[src/rtl/ins_loader_if.sv]
// ins_loader_if: host byte stream plus instruction BRAM port A write bus
interface ins_loader_if #(
  parameter int AW = 8,
  parameter int DW = 64
);
  logic [7:0]    s_data;
  logic          s_valid;
  logic          s_ready;
  logic          ins_ena;
  logic          ins_wea;
  logic [AW-1:0] ins_addra;
  logic [DW-1:0] ins_dina;
  modport master (output s_data, s_valid, input s_ready, ins_ena, ins_wea, ins_addra, ins_dina);
  modport slave (input s_data, s_valid, output s_ready, ins_ena, ins_wea, ins_addra, ins_dina);
endinterface

[src/rtl/ins_loader.sv]
// ins_loader: packs a headed byte stream into instruction words, writes them to BRAM and gates the core reset
module ins_loader #(
  parameter int INS_ADDR_WIDTH = 8,
  parameter int INS_DATA_WIDTH = 64
) (
  input  logic                    clk,
  input  logic                    rstn,
  input  logic                    load_req,
  ins_loader_if.slave             bus,
  output logic                    busy,
  output logic                    load_done,
  output logic                    load_err,
  output logic [INS_ADDR_WIDTH:0] word_count,
  output logic                    core_rstn
);
  localparam int BYTES_PER_WORD = INS_DATA_WIDTH / 8;
  localparam int BW = BYTES_PER_WORD > 1 ? $clog2(BYTES_PER_WORD) : 1;
  typedef enum logic [2:0] {IDLE, HDR, COLLECT, WRITE, DONE} state_t;
  state_t                    state;
  logic [INS_DATA_WIDTH-1:0] shreg;
  logic [INS_ADDR_WIDTH-1:0] last;
  logic [INS_ADDR_WIDTH:0]   widx;
  logic [BW-1:0]             bidx;
  logic [INS_DATA_WIDTH-1:0] nxt;
  logic                      ovf;
  assign nxt = INS_DATA_WIDTH'({shreg, bus.s_data});
  assign ovf = {1'b0, bus.s_data} >= 9'(1 << INS_ADDR_WIDTH);
  // load sequencer: every output is registered and updated on state transitions
  always_ff @(posedge clk or negedge rstn)
    if (!rstn) begin
      state         <= IDLE;
      bus.s_ready   <= 1'b0;
      bus.ins_ena   <= 1'b0;
      bus.ins_wea   <= 1'b0;
      bus.ins_addra <= '0;
      bus.ins_dina  <= '0;
      busy          <= 1'b0;
      load_done     <= 1'b0;
      load_err      <= 1'b0;
      word_count    <= '0;
      core_rstn     <= 1'b0;
      shreg         <= '0;
      last          <= '0;
      widx          <= '0;
      bidx          <= '0;
    end else begin
      load_done   <= 1'b0;
      bus.ins_ena <= 1'b0;
      bus.ins_wea <= 1'b0;
      case (state)
        IDLE: if (load_req) begin
          state       <= HDR;
          load_err    <= 1'b0;
          word_count  <= '0;
          core_rstn   <= 1'b0;
          bus.s_ready <= 1'b1;
          busy        <= 1'b1;
        end
        HDR: if (bus.s_valid) begin
          if (ovf) begin
            load_err    <= 1'b1;
            state       <= IDLE;
            bus.s_ready <= 1'b0;
            busy        <= 1'b0;
          end else begin
            last  <= bus.s_data[INS_ADDR_WIDTH-1:0];
            widx  <= '0;
            bidx  <= '0;
            state <= COLLECT;
          end
        end
        COLLECT: if (bus.s_valid) begin
          shreg <= nxt;
          if (bidx == BW'(BYTES_PER_WORD - 1)) begin
            state         <= WRITE;
            bus.s_ready   <= 1'b0;
            bus.ins_ena   <= 1'b1;
            bus.ins_wea   <= 1'b1;
            bus.ins_addra <= widx[INS_ADDR_WIDTH-1:0];
            bus.ins_dina  <= nxt;
          end else
            bidx <= bidx + 1'b1;
        end
        WRITE: begin
          word_count <= word_count + 1'b1;
          if (widx == {1'b0, last}) begin
            state     <= DONE;
            load_done <= 1'b1;
          end else begin
            widx        <= widx + 1'b1;
            bidx        <= '0;
            state       <= COLLECT;
            bus.s_ready <= 1'b1;
          end
        end
        DONE: begin
          core_rstn <= 1'b1;
          busy      <= 1'b0;
          state     <= IDLE;
        end
        default: state <= IDLE;
      endcase
    end
endmodule
[src/flat_wrapper.sv]
// flat-port wrapper written by rule: the top's interface ports become plain ports
module ins_loader_flat 
#(
  parameter int INS_ADDR_WIDTH = 8,
  parameter int INS_DATA_WIDTH = 64
)
  (clk, rstn, load_req, busy, load_done, load_err, word_count, core_rstn, bus_s_data, bus_s_valid, bus_s_ready, bus_ins_ena, bus_ins_wea, bus_ins_addra, bus_ins_dina);
  ins_loader_if bus_i ();
  input  logic clk;
  input  logic rstn;
  input  logic load_req;
  output logic busy;
  output logic load_done;
  output logic load_err;
  output logic [INS_ADDR_WIDTH:0] word_count;
  output logic core_rstn;
  input wire logic [$bits(bus_i.s_data)-1:0] bus_s_data;
  input wire logic [$bits(bus_i.s_valid)-1:0] bus_s_valid;
  output wire logic [$bits(bus_i.s_ready)-1:0] bus_s_ready;
  output wire logic [$bits(bus_i.ins_ena)-1:0] bus_ins_ena;
  output wire logic [$bits(bus_i.ins_wea)-1:0] bus_ins_wea;
  output wire logic [$bits(bus_i.ins_addra)-1:0] bus_ins_addra;
  output wire logic [$bits(bus_i.ins_dina)-1:0] bus_ins_dina;
  assign bus_i.s_data = bus_s_data;
  assign bus_i.s_valid = bus_s_valid;
  assign bus_s_ready = bus_i.s_ready;
  assign bus_ins_ena = bus_i.ins_ena;
  assign bus_ins_wea = bus_i.ins_wea;
  assign bus_ins_addra = bus_i.ins_addra;
  assign bus_ins_dina = bus_i.ins_dina;
  ins_loader #(.INS_ADDR_WIDTH(INS_ADDR_WIDTH), .INS_DATA_WIDTH(INS_DATA_WIDTH)) u_core (.clk(clk), .rstn(rstn), .load_req(load_req), .bus(bus_i), .busy(busy), .load_done(load_done), .load_err(load_err), .word_count(word_count), .core_rstn(core_rstn));
endmodule
[config.mk]
export PLATFORM = sky130hd
export DESIGN_NAME = ins_loader_flat
export DESIGN_NICKNAME = d
export VERILOG_FILES = /design/src/rtl/ins_loader_if.sv /design/src/rtl/ins_loader.sv /design/src/flat_wrapper.sv
export SDC_FILE = /design/constraint.sdc
export NUM_CORES = 1
export LEC_CHECK = 0
export CORE_MARGIN = 3
export CORE_UTILIZATION = 49
export DETAILED_ROUTE_END_ITERATION = 10
export PLACE_DENSITY = 0.79
export SYNTH_ARGS = -nofsm -noshare
export SYNTH_HDL_FRONTEND = slang
export SYNTH_SLANG_ARGS = --single-unit
[constraint.sdc]
create_clock -name clk -period 1.8 [get_ports clk]
set_clock_uncertainty 0.2 [all_clocks]
set_input_delay 0.18 -clock clk [delete_from_list [all_inputs] [get_ports clk]]
set_output_delay 0.18 -clock clk [all_outputs]
set_load 0.02 [all_outputs]
==> metrics.txt <==
Vias/cell=roughly 5.5; share of the synthesized area in the top cell type=around three fifths; pwr/cell area=1660 nW/um^2; CTS buffer count=17; Leak=roughly 5.2 nW; std cell rows=between 40 and 50; largest net degree at the start of global routing=49; Synth area leader=dfrtp_1; Synthesized Nets=about 480; Distinct cells, synth=52; Die Footprint=roughly 15,000 sq um; number of buffers added on ports=slightly below 100; Mapped Cells=462; reg2reg start=u_core.state[1]; Primary FF master, synth=dfrtp_1; fill count=just under 800; mux cell area share after synthesis=roughly a quarter; drt initial violations=between 200 and 250; worst endpoint required time=~1.9 ns; Synth Area in Simple Gates=under 10%; Worst setup EP type=flop; Synth Warn #=0; Worst Reg2Reg Path Length in Cells=7; Die Wd=123 microns; DR top layer=met4; nets@finish=about 640; f_max=roughly 530 MHz; Compound-Gate Fraction of Synth Area=3.77%; Worst path max stage delay=approximately 0.41 ns; Setup WS post-layout=-0.0998 ns; Cell Chain, Critical Path=inv_4 > nor3_4 > nand3_4 > clkinv_8 > buf_12 > clkbuf_16 > mux2_2; Top delay family on crit path=buffers and inverters; Min Clock Period, post-route=~1.9 ns; synthesized area per cell=~15 sq um; most common cell in the netlist=dfrtp_1; vias=roughly 4.4k; RR Endpoint=u_core.bus.ins_dina[50]; # diodes=0; HPWL Detailed=9.20 mm; grt ovf=0; H-tree depth=4; ANT nets after route=0; Bufs on Longest Clock Path=2; number of synthesized flops with an enable pin=0; fin area=9690 sq um; Routed WL=16.6 mm; worst hold-check path type=in2async; RSZ-0062 raised after global routing=true; failing checks=setup timing; Worst setup SP type=flop; dominant cells by area after synthesis=dfrtp_1 (62%), mux2_2 (21%), buf_6 (1.5%); Levels on crit path=7; R2R setup slack=-0.1 ns; CP arrival=approximately 2.0 ns; Seq/Total Area, Yosys=between 60% and 70%; Synth Area in Adders=less than 1%; Initial DRT Pass Iterations=4; Clk Latency, worst-skew pair=between 0.4 and 0.5 ns; WL met2=between 8 and 9 mm; # clock sinks=roughly 170; Setup violations, final=104; first-pass GRT wire length=between 20 and 25 mm; Die Ht=around 120 microns; CP startpoint=u_core.state[1]; setup TNS=-7.19 ns; Place WS=-0.236 ns; Total GRT Usage=about 21%; initial antenna violation count=0; status=complete, but fails checks; WL per Instance=20.6 microns; Synth Cell Area=6710 sq um; TritonCTS clock tree=yes; met3 WL=about 760 microns; maximum vdd ir drop=between 0.9 and 1 mV; Hold Slack=0.0108 ns; combinational family with the most area after synthesis=multiplexers; slowest cell on the critical path=dfrtp_2; max-cap violation count=0; FF/Latch Area=~4100 sq um; fin util=72.9%; Area Growth Syn to Fin=44.4%; vias in the first global route=about 4.5k; core area=13,300 sq um; endpoints failing hold=0; Yosys reg bits=approximately 170; fraction of layout cells with a size suffix above 1=approximately 42%; top-level port count=100; Slew Limit Fails=0; fraction of registers with async set or reset after synthesis=between 90% and 100%; GPL Wtd Cong=roughly 0.80; crit path to=u_core.bus.ins_dina[50]; DR DRC count=0; routed length on met1=around 7.0 mm; CP Buf/Inv Count=4; placed cell areas=slightly above 8000 sq um; CTS root buf=clkbuf_16; Initial Util=50.5%; critical path fanouts, max=8; footprint of the multi-input gates=approximately 2800 sq um; top post-synthesis cells by count=dfrtp_1 (165), mux2_2 (128), nand2_1 (23); XOR/XNOR share of the synthesized area=roughly 1.0%; clock slew at reported path FFs=about 0.060 ns; Tcrit/Tclk final=106%; CP Class=reg2reg
through the flow:
stage | power, W | instances
after floorplan | 0.00917 | 462
after global placement | 0.0114 | 749
after detailed placement | 0.0116 | 749
after CTS | 0.0150 | 791
after global routing | 0.0169 | 805
final | 0.0161 | 805
power by group:
group	total (W)	internal (W)	switching, W
combinational	0.00637	0.00366	0.00272
sequential	0.00645	0.00524	0.00121
clock	0.00324	0.00181	0.00142
state kept, by name, indices dropped and copies added (netlist names), 3 cells and up:
signal                flops
u_core.state              3
u_core.widx               9
u_core.word_count         9
u_core.bus.ins_dina      64
u_core.last               8
u_core.bus.ins_addra      8
u_core.bidx               3
u_core.shreg             56
cell families (layout without fill, tap and decap cells):
logic type,count (synthesis),after routing
DFF,165,165
muxes,140,140
and+or+nand+nor,72,72
AOI/OAI and AO/OA,39,39
buffers and inverters,33,200
xor gates and xnor gates,8,8
adders and majority gates,4,4
other,1,1
cell type report:
class / instances / share of cell area (%)
Tap cell: 176 / 2.27
Clock inverter: 7 / 0.542
Clock buffer: 22 / 4.79
Inverter: 8 / 0.465
Multi-Input combinational cell: 264 / 29.3
Timing Repair Buffer: 163 / 20.0
Sequential cell: 165 / 42.6
layer usage:
metal  track usage (%)  up-vias
li1                  -     1968
met1              27.2     2342
met2              32.6      108
met3              4.89       30
met4              8.86        0
met5                 0        -
timing repair:
item | CTS | global route
buffers inserted | 8 | 8
endpoints found under the setup margin | 181 | 189
gates cloned | 5 | 9
pin swaps | 13 | 16
endpoints found under the hold margin | 165 | 0
gates resized for setup | 68 | 157
hold buffers | 1 | 0
worst min path at each step:
stage | from | to | cells past startpoint
floorplan | rstn | u_core.bidx[0] | 0
global placement | rstn | u_core.bus.ins_dina[61] | 1
detailed placement | rstn | u_core.shreg[53] | 1
CTS | rstn | u_core.shreg[53] | 2
global route | rstn | u_core.bus.ins_dina[53] | 2
finish | rstn | u_core.bus.ins_dina[60] | 2
placed cells by master, fill, tap and decap left out, drive strengths merged, types with 6 or more instances in the layout:
master and count:
nand3 12, o21ai 12, nand2 23, a21oi 7, clkdlybuf4s50 26, dfrtp 165
clkbuf 29, buf 58, mux2 135, inv 8, nor2 6, xor2 8
dlymetal6s2s 41, and3 6, dlygate4sd2 30
worst register-to-register path, stage by stage, from the launching register on:
cell	delay, ns
dfrtp_2	0.41
inv_4	0.06
nor3_4	0.25
nand3_4	0.14
clkinv_8	0.12
buf_12	0.11
clkbuf_16	0.15
mux2_2	0.35
Power figures use the tool's default switching activity.
